`config.mk`:
```
export PLATFORM = sky130hd
export DESIGN_NAME = fpu_addsub_seq
export DESIGN_NICKNAME = d
export VERILOG_FILES = /design/src/rtl/fpu_pkg.sv /design/src/rtl/fpu_align_shift.sv /design/src/rtl/fpu_addsub_seq.sv
export SDC_FILE = /design/constraint.sdc
export NUM_CORES = 1
export LEC_CHECK = 0
export CORE_ASPECT_RATIO = 1.4
export CORE_MARGIN = 2
export CORE_UTILIZATION = 60
export DETAILED_ROUTE_END_ITERATION = 6
export PLACE_DENSITY = 0.78
export SYNTH_ARGS = -nofsm -noshare
export SYNTH_HDL_FRONTEND = slang
export SYNTH_SLANG_ARGS = --single-unit
```
`constraint.sdc`:
```
create_clock -name i_clk -period 7.7 [get_ports i_clk]
set_input_delay 2.31 -clock i_clk [delete_from_list [all_inputs] [get_ports i_clk]]
set_output_delay 2.31 -clock i_clk [all_outputs]
set_load 0.05 [all_outputs]
```
`src/rtl/fpu_pkg.sv`:
```
// rtl/fpu_pkg.sv - shared types, field widths and constants for the FP32 add/sub engine
// Purpose: FSM state encoding, field/mantissa widths, special-value constants and
//          small helpers shared by fpu_addsub_seq and fpu_align_shift.
// Ports:   none (package).
package fpu_pkg;

    localparam int EXP_W  = 8;
    localparam int FRAC_W = 23;
    localparam int GRS_W  = 3;
    // Internal mantissa: [MW-1] carry, [MW-2] hidden bit, fraction, then guard/round/sticky.
    localparam int MW     = FRAC_W + 2 + GRS_W;

    localparam logic [EXP_W-1:0] EXP_MAX = 8'd255;
    localparam logic [31:0]      QNAN    = 32'h7FC0_0000;
    localparam logic [31:0]      POS_INF = 32'h7F80_0000;
    localparam logic [31:0]      NEG_INF = 32'hFF80_0000;

    typedef enum logic [2:0] {
        S_IDLE,
        S_ALIGN,
        S_ADD,
        S_NORM,
        S_ROUND,
        S_HOLD
    } state_t;

    function automatic logic [31:0] signed_inf(input logic sign);
        return sign ? NEG_INF : POS_INF;
    endfunction

    // Denormals are not supported: any zero-exponent operand becomes a signed zero.
    function automatic logic [31:0] flush_denorm(input logic [31:0] x);
        return (x[30:23] == '0) ? {x[31], 31'b0} : x;
    endfunction

endpackage

```
`src/rtl/fpu_align_shift.sv`:
```
// rtl/fpu_align_shift.sv - combinational right barrel shifter with sticky collection
// Purpose: shifts the smaller operand's mantissa right during alignment; every bit
//          shifted out is ORed into the result LSB so rounding still sees it.
// Ports:   din   - unshifted mantissa (MW bits)
//          shamt - right shift amount, 0..27
//          dout  - shifted mantissa with sticky folded into bit 0
module fpu_align_shift
    import fpu_pkg::*;
(
    input  logic [MW-1:0] din,
    input  logic [4:0]    shamt,
    output logic [MW-1:0] dout
);

    // The lower half of the widened vector catches exactly the bits that fall off.
    logic [2*MW-1:0] wide;

    always_comb begin
        wide    = {din, {MW{1'b0}}} >> shamt;
        dout    = wide[2*MW-1:MW];
        dout[0] = wide[MW] | (|wide[MW-1:0]);
    end

endmodule

```
`src/rtl/fpu_addsub_seq.sv`:
```
// rtl/fpu_addsub_seq.sv - multi-cycle FP32 add/subtract engine (align, add, normalize, round)
// Purpose: accepts one operand pair at a time, walks it through an explicit FSM and
//          holds the result plus overflow/underflow flags until the consumer takes it.
// Ports:   i_clk, i_rst_n          - clock, synchronous active-low reset
//          i_valid/o_ready         - operand handshake (o_ready high only in IDLE)
//          i_a, i_b, i_aos         - operands, 0 = A+B, 1 = A-B
//          o_valid/i_ready         - result handshake
//          o_result, o_ov_fl, o_un_fl - FP32 result and flags, valid with o_valid
//          o_busy                  - engine not idle
module fpu_addsub_seq
    import fpu_pkg::*;
(
    input  logic        i_clk,
    input  logic        i_rst_n,
    input  logic        i_valid,
    output logic        o_ready,
    input  logic [31:0] i_a,
    input  logic [31:0] i_b,
    input  logic        i_aos,
    output logic        o_valid,
    input  logic        i_ready,
    output logic [31:0] o_result,
    output logic        o_ov_fl,
    output logic        o_un_fl,
    output logic        o_busy
);

    localparam int SB = EXP_W + FRAC_W;   // sign bit position

    state_t         state;
    logic [31:0]    a_reg, b_reg;
    logic           aos_reg;
    logic           res_sign, eff_sub;
    logic [9:0]     exp_r;                // wide enough to see 255 after increments
    logic [MW-1:0]  mant_a, mant_b, mant;
    logic [4:0]     norm_cnt;

    assign o_ready = (state == S_IDLE);
    assign o_busy  = (state != S_IDLE);

    // ---------------- ALIGN datapath ----------------
    logic                 sign_b_eff, eff_sub_c, a_ge_b;
    logic [SB-1:0]        big_mag, small_mag;
    logic [EXP_W-1:0]     big_exp, small_exp, exp_diff;
    logic [4:0]           shamt;
    logic [MW-1:0]        big_mant, small_mant, small_shifted;
    logic                 a_max, b_max, a_nan, b_nan, a_inf, b_inf, special;
    logic [31:0]          spec_result;

    always_comb begin
        sign_b_eff = b_reg[SB] ^ aos_reg;
        eff_sub_c  = a_reg[SB] ^ b_reg[SB] ^ aos_reg;
        // Magnitude compare on {exp,frac} is a plain unsigned compare for FP.
        a_ge_b     = a_reg[SB-1:0] >= b_reg[SB-1:0];
        big_mag    = a_ge_b ? a_reg[SB-1:0] : b_reg[SB-1:0];
        small_mag  = a_ge_b ? b_reg[SB-1:0] : a_reg[SB-1:0];
        big_exp    = big_mag[SB-1:FRAC_W];
        small_exp  = small_mag[SB-1:FRAC_W];
        exp_diff   = big_exp - small_exp;
        shamt      = (exp_diff > 8'd27) ? 5'd27 : exp_diff[4:0];
        big_mant   = {1'b0, big_exp != '0, big_mag[FRAC_W-1:0], {GRS_W{1'b0}}};
        small_mant = {1'b0, small_exp != '0, small_mag[FRAC_W-1:0], {GRS_W{1'b0}}};

        a_max = (a_reg[SB-1:FRAC_W] == EXP_MAX);
        b_max = (b_reg[SB-1:FRAC_W] == EXP_MAX);
        a_nan = a_max & (|a_reg[FRAC_W-1:0]);
        b_nan = b_max & (|b_reg[FRAC_W-1:0]);
        a_inf = a_max & ~(|a_reg[FRAC_W-1:0]);
        b_inf = b_max & ~(|b_reg[FRAC_W-1:0]);
        special = a_max | b_max;
        if (a_nan | b_nan | (a_inf & b_inf & eff_sub_c)) begin
            spec_result = QNAN;
        end else if (a_inf) begin
            spec_result = signed_inf(a_reg[SB]);
        end else begin
            spec_result = signed_inf(sign_b_eff);
        end
    end

    fpu_align_shift u_align (
        .din   (small_mant),
        .shamt (shamt),
        .dout  (small_shifted)
    );

    // ---------------- ROUND datapath ----------------
    logic                  rnd_up;
    logic [MW-GRS_W-1:0]   rounded;      // hidden+fraction plus one carry bit
    logic [9:0]            round_exp;
    logic [FRAC_W-1:0]     round_frac;

    always_comb begin
        // Nearest-even: round up above half, or at exactly half when the LSB is odd.
        rnd_up     = mant[2] & (mant[1] | mant[0] | mant[3]);
        rounded    = {1'b0, mant[MW-2:GRS_W]} + {{(MW-GRS_W-1){1'b0}}, rnd_up};
        round_exp  = exp_r + {9'b0, rounded[MW-GRS_W-1]};
        round_frac = rounded[MW-GRS_W-1] ? rounded[FRAC_W:1] : rounded[FRAC_W-1:0];
    end

    // ---------------- FSM ----------------
    always_ff @(posedge i_clk) begin
        if (!i_rst_n) begin
            state    <= S_IDLE;
            o_valid  <= 1'b0;
            o_result <= '0;
            o_ov_fl  <= 1'b0;
            o_un_fl  <= 1'b0;
            a_reg    <= '0;
            b_reg    <= '0;
            aos_reg  <= 1'b0;
            res_sign <= 1'b0;
            eff_sub  <= 1'b0;
            exp_r    <= '0;
            mant_a   <= '0;
            mant_b   <= '0;
            mant     <= '0;
            norm_cnt <= '0;
        end else begin
            case (state)
                S_IDLE: begin
                    if (i_valid) begin
                        a_reg    <= flush_denorm(i_a);
                        b_reg    <= flush_denorm(i_b);
                        aos_reg  <= i_aos;
                        norm_cnt <= '0;
                        state    <= S_ALIGN;
                    end
                end
                S_ALIGN: begin
                    if (special) begin
                        o_result <= spec_result;
                        o_ov_fl  <= 1'b0;
                        o_un_fl  <= 1'b0;
                        state    <= S_HOLD;
                    end else begin
                        mant_a   <= big_mant;
                        mant_b   <= small_shifted;
                        exp_r    <= {2'b0, big_exp};
                        res_sign <= a_ge_b ? a_reg[SB] : sign_b_eff;
                        eff_sub  <= eff_sub_c;
                        state    <= S_ADD;
                    end
                end
                S_ADD: begin
                    // |A| >= |B| after the swap, so subtraction never goes negative.
                    mant  <= eff_sub ? (mant_a - mant_b) : (mant_a + mant_b);
                    state <= S_NORM;
                end
                S_NORM: begin
                    if (mant[MW-1]) begin
                        mant  <= {1'b0, mant[MW-1:2], mant[1] | mant[0]};
                        exp_r <= exp_r + 10'd1;
                        state <= S_ROUND;
                    end else if (mant == '0) begin
                        o_result <= '0;
                        o_ov_fl  <= 1'b0;
                        o_un_fl  <= 1'b0;
                        state    <= S_HOLD;
                    end else if (mant[MW-2]) begin
                        state <= S_ROUND;
                    end else if (exp_r <= 10'd1) begin
                        // Another left shift would need exponent 0: no denormal output.
                        o_result <= {res_sign, 31'b0};
                        o_ov_fl  <= 1'b0;
                        o_un_fl  <= 1'b1;
                        state    <= S_HOLD;
                    end else begin
                        mant     <= mant << 1;
                        exp_r    <= exp_r - 10'd1;
                        norm_cnt <= norm_cnt + 5'd1;
                    end
                end
                S_ROUND: begin
                    if (round_exp >= {2'b0, EXP_MAX}) begin
                        o_result <= signed_inf(res_sign);
                        o_ov_fl  <= 1'b1;
                    end else begin
                        o_result <= {res_sign, round_exp[EXP_W-1:0], round_frac};
                        o_ov_fl  <= 1'b0;
                    end
                    o_un_fl <= 1'b0;
                    state   <= S_HOLD;
                end
                S_HOLD: begin
                    // o_valid lags HOLD entry by one cycle; result regs are already stable.
                    if (!o_valid) begin
                        o_valid <= 1'b1;
                    end else if (i_ready) begin
                        o_valid <= 1'b0;
                        state   <= S_IDLE;
                    end
                end
                default: state <= S_IDLE;
            endcase
        end
    end

    // A nonzero mantissa never needs more than 26 left shifts to reach the hidden bit.
    norm_bound: assert property (@(posedge i_clk) disable iff (!i_rst_n) norm_cnt <= 5'd26);

endmodule

```
==> reports/qor.csv <==
stage,metric,value,unit
cts,cts hold-fix bufs,0,
synthesis,number of flops mapped to enable cells by yosys,0,
drt,TritonRoute pass-1 iters,7,
worst_setup_path,critical path type,reg2reg,
drt,Vias,15000,
synthesis,synth top area cells,"dfxtp_1, ha_1, nor2_1, a21oi_1, nand2_1",
sta,Clock Skews,0.0172,ns
synthesis,Mean Syn Cell Area,7.39,µm²
cts,Worst-Skew Late Latency,0.46,ns
worst_setup_path,Worst R2R Path Depth,20,
synthesis,Yosys Warn Count,0,
worst_setup_path,critical path buffer and inverter count,2,
sta,WHS,0.458,ns
worst_setup_path,Max stage delay on crit path,0.54,ns
cts,PostCTS Resize Cnt,0,
pwr,Leakage,5.98,nW
outcome,failing checks,design-rule violations,
sta,post-route clock period utilization,0.822,
synthesis,top_reg_cell synth,dfxtp_1,
floorplanning,Die H,187,µm
drt,vias per cell,6.58,
job,Max-Cap Viols,0,
global_routing,pin count of the biggest net entering global routing,86,
cts,H-tree levels,4,
global_routing,grt ovf,0,
sta,Slew Limit Fails,0,
floorplanning,# IOs,106,
worst_setup_path,Worst path depth,20,
sta,Fmax,158,MHz
floorplanning,core area,0.0237,mm²
floorplanning,die area,0.0252,mm²
cells_and_area,Register Area,0.00388,mm²
hold_path,Tightest Hold Check Type,reg2reg,
drt,DRC viols,4,
cts,"CTS clk-pin slew, worst paths",0.07,ns
sta,Worst-Margin Slew,1.21,ns
cells_and_area,# diodes,0,
synthesis,post-synth cell types,89,
cells_and_area,Syn-to-layout area delta,11.7,%
synthesis,cell taking the most area after synthesis,dfxtp_1,
global_routing,total track usage,0.359,
outcome,outcome,finished with violations,
drt,wire per inst,20.0,µm
worst_setup_path,critical-path cell list,inv_1 > ha_1 > nand4_2 > nor4_4 > nand3_1 > o221ai_4 > or2_4 > buf_4 > a211oi_2 > xnor2_1 > nand2_1 > o32a_2 > nand3_1 > o211ai_1 > o211ai_1 > o31ai_1 > mux2_2 > and4_4 > a311o_1 > o311ai_1,
sta,RSZ-0062 raised after global routing,false,
place,port bufs,105,
worst_setup_path,CP required,8.06,ns
pwr,P per Cell Area,282,mW/mm²
cells_and_area,# fillers,2088,
drt,initial DRC count,1245,
drt,antenna-violating nets left,0,
worst_setup_path,Critical Path Start Type,flop,
cts,Clock Tree Buf Depth,2,
synthesis,Post-synth top cells,"nor2_1, nand2_1, dfxtp_1, a21oi_1, clkbuf_1",
cts,Post CTS Setup Buffer Count,0,
sta,final-report setup violation count,0,
worst_setup_path,Critical Path Sink Type,flop,
synthesis,Yosys top cell area share,0.271,
global_routing,first-pass GRT wire length,73400,µm
sta,Period minus WS final,6.33,ns
cts,clock sink count,194,
worst_setup_path,"delay-heaviest family, CP",compound AO/OA/AOI/OAI gates,
global_routing,vias in the first global route,14200,
cts,CTS Buf Count,17,
worst_setup_path,CP arrival,6.69,ns
floorplanning,Rows,67,
worst_setup_path,crit-path max FO,38,
pwr,maximum vdd ir drop,0.184,mV
synthesis,syn_nets,2099,
floorplanning,Starting Density,0.605,
cells_and_area,# nets final,2108,
worst_setup_path,slowest CP cell,nand3_1,
place,RePlAce Congestion,0.975,
cells_and_area,footprint of the multi-input gates,0.00957,mm²
synthesis,Post-Syn Area,0.0144,mm²
sta,Total Neg Setup Slack,0,ns
synthesis,Cells after Synth,1942,
synthesis,sequential cell area fraction in the yosys report,0.271,
cts,CTS Root Cell,clkbuf_16,
drt,Routed WL,45500,µm
synthesis,most frequent cell after synthesis,nor2_1,
cells_and_area,layout cell share with drive strength beyond 1,0.0550,
synthesis,Synth async-reset ratio,0,
global_routing,initial antenna violation count,0,
sta,Rel. slew slack,0.192,
hold_path,hold path cells,2,
cts,CTS tree,built,
sta,final hold violation count,0,
place,Final HPWL DP,34300,µm
floorplanning,die width,135,µm
synthesis,number of synthesized register bits,194,
[worst min-delay path: cells and delay by family, from the launching register on]
family / cells / cell delay (ns)
AOI/OAI and AO/OA: 1 / 0.05
DFF: 1 / 0.31
and+or+nand+nor: 1 / 0.05
[final cells by class]
type                       instances  share of cell area
clock buffer                      20              0.0279
clock inverter                    11             0.00804
inverter                          95              0.0224
multi-input combinational       1512               0.597
sequential                       194               0.242
tap                              310              0.0242
timing repair buffer             131              0.0778
[routing by layer]
metal,GRT usage,share of wire,vias to the layer above
met4,0.202,0.057,0
met2,0.616,0.50,647
li1,-,-,7138
met3,0.0493,0.056,145
met1,0.426,0.39,7023
met5,0,0,-
[cells by family (layout without fill, tap and decap cells)]
kind of cell / count (synthesis) / count (layout) / synth area share
buffers and inverters: 236 / 257 / 0.0659
and+or+nand+nor: 716 / 716 / 0.232
DFF: 194 / 194 / 0.271
muxes: 29 / 29 / 0.0212
adders and majority gates: 88 / 88 / 0.0773
AOI/OAI and AO/OA: 618 / 618 / 0.296
xor gates and xnor gates: 61 / 61 / 0.0372
[per-stage QoR]
step / power (mW) / setup WS, ns / instance area, µm² / util / std cells
6_report: 4.52 / 1.37 / 16000 / 0.675 / 2273
5_1_grt: 4.78 / 0.954 / 16000 / 0.675 / 2273
4_1_cts: 4.46 / 1.46 / 16000 / 0.675 / 2273
3_5_place_dp: 3.56 / 1.50 / 15400 / 0.651 / 2242
3_3_place_gp: 3.53 / 1.59 / 15400 / 0.651 / 2242
2_1_floorplan: 2.98 / 1.67 / 14400 / - / 1942
[power breakdown]
part           leakage, nW  internal, mW  total (mW)  switching, mW
Clock                0.277         0.488       0.906          0.418
Sequential            1.58          1.10        1.26          0.157
Combinational         4.12         0.822        2.36           1.53
Total                 5.98          2.41        4.52           2.11
[worst paths after layout]
path	start	endpoint	slack, ns
max	b_reg[29]	mant_b[0]	1.37
min	o_result[4]	o_result[4]	0.46
max reg2reg	b_reg[29]	mant_b[0]	1.37
min reg2reg	o_result[4]	o_result[4]	0.46
[placed cells by master, fill, tap and decap left out, types with 43 or more instances in the layout]
master / count
a21oi_1: 159
dfxtp_1: 194
nor2_1: 239
clkdlybuf4s50_1: 105
nand2_1: 215
nor4_1: 56
nand3_1: 43
nor3_1: 43
inv_1: 93
ha_1: 87
a22oi_1: 81
o21ai_0: 93
Power figures use the tool's default switching activity.
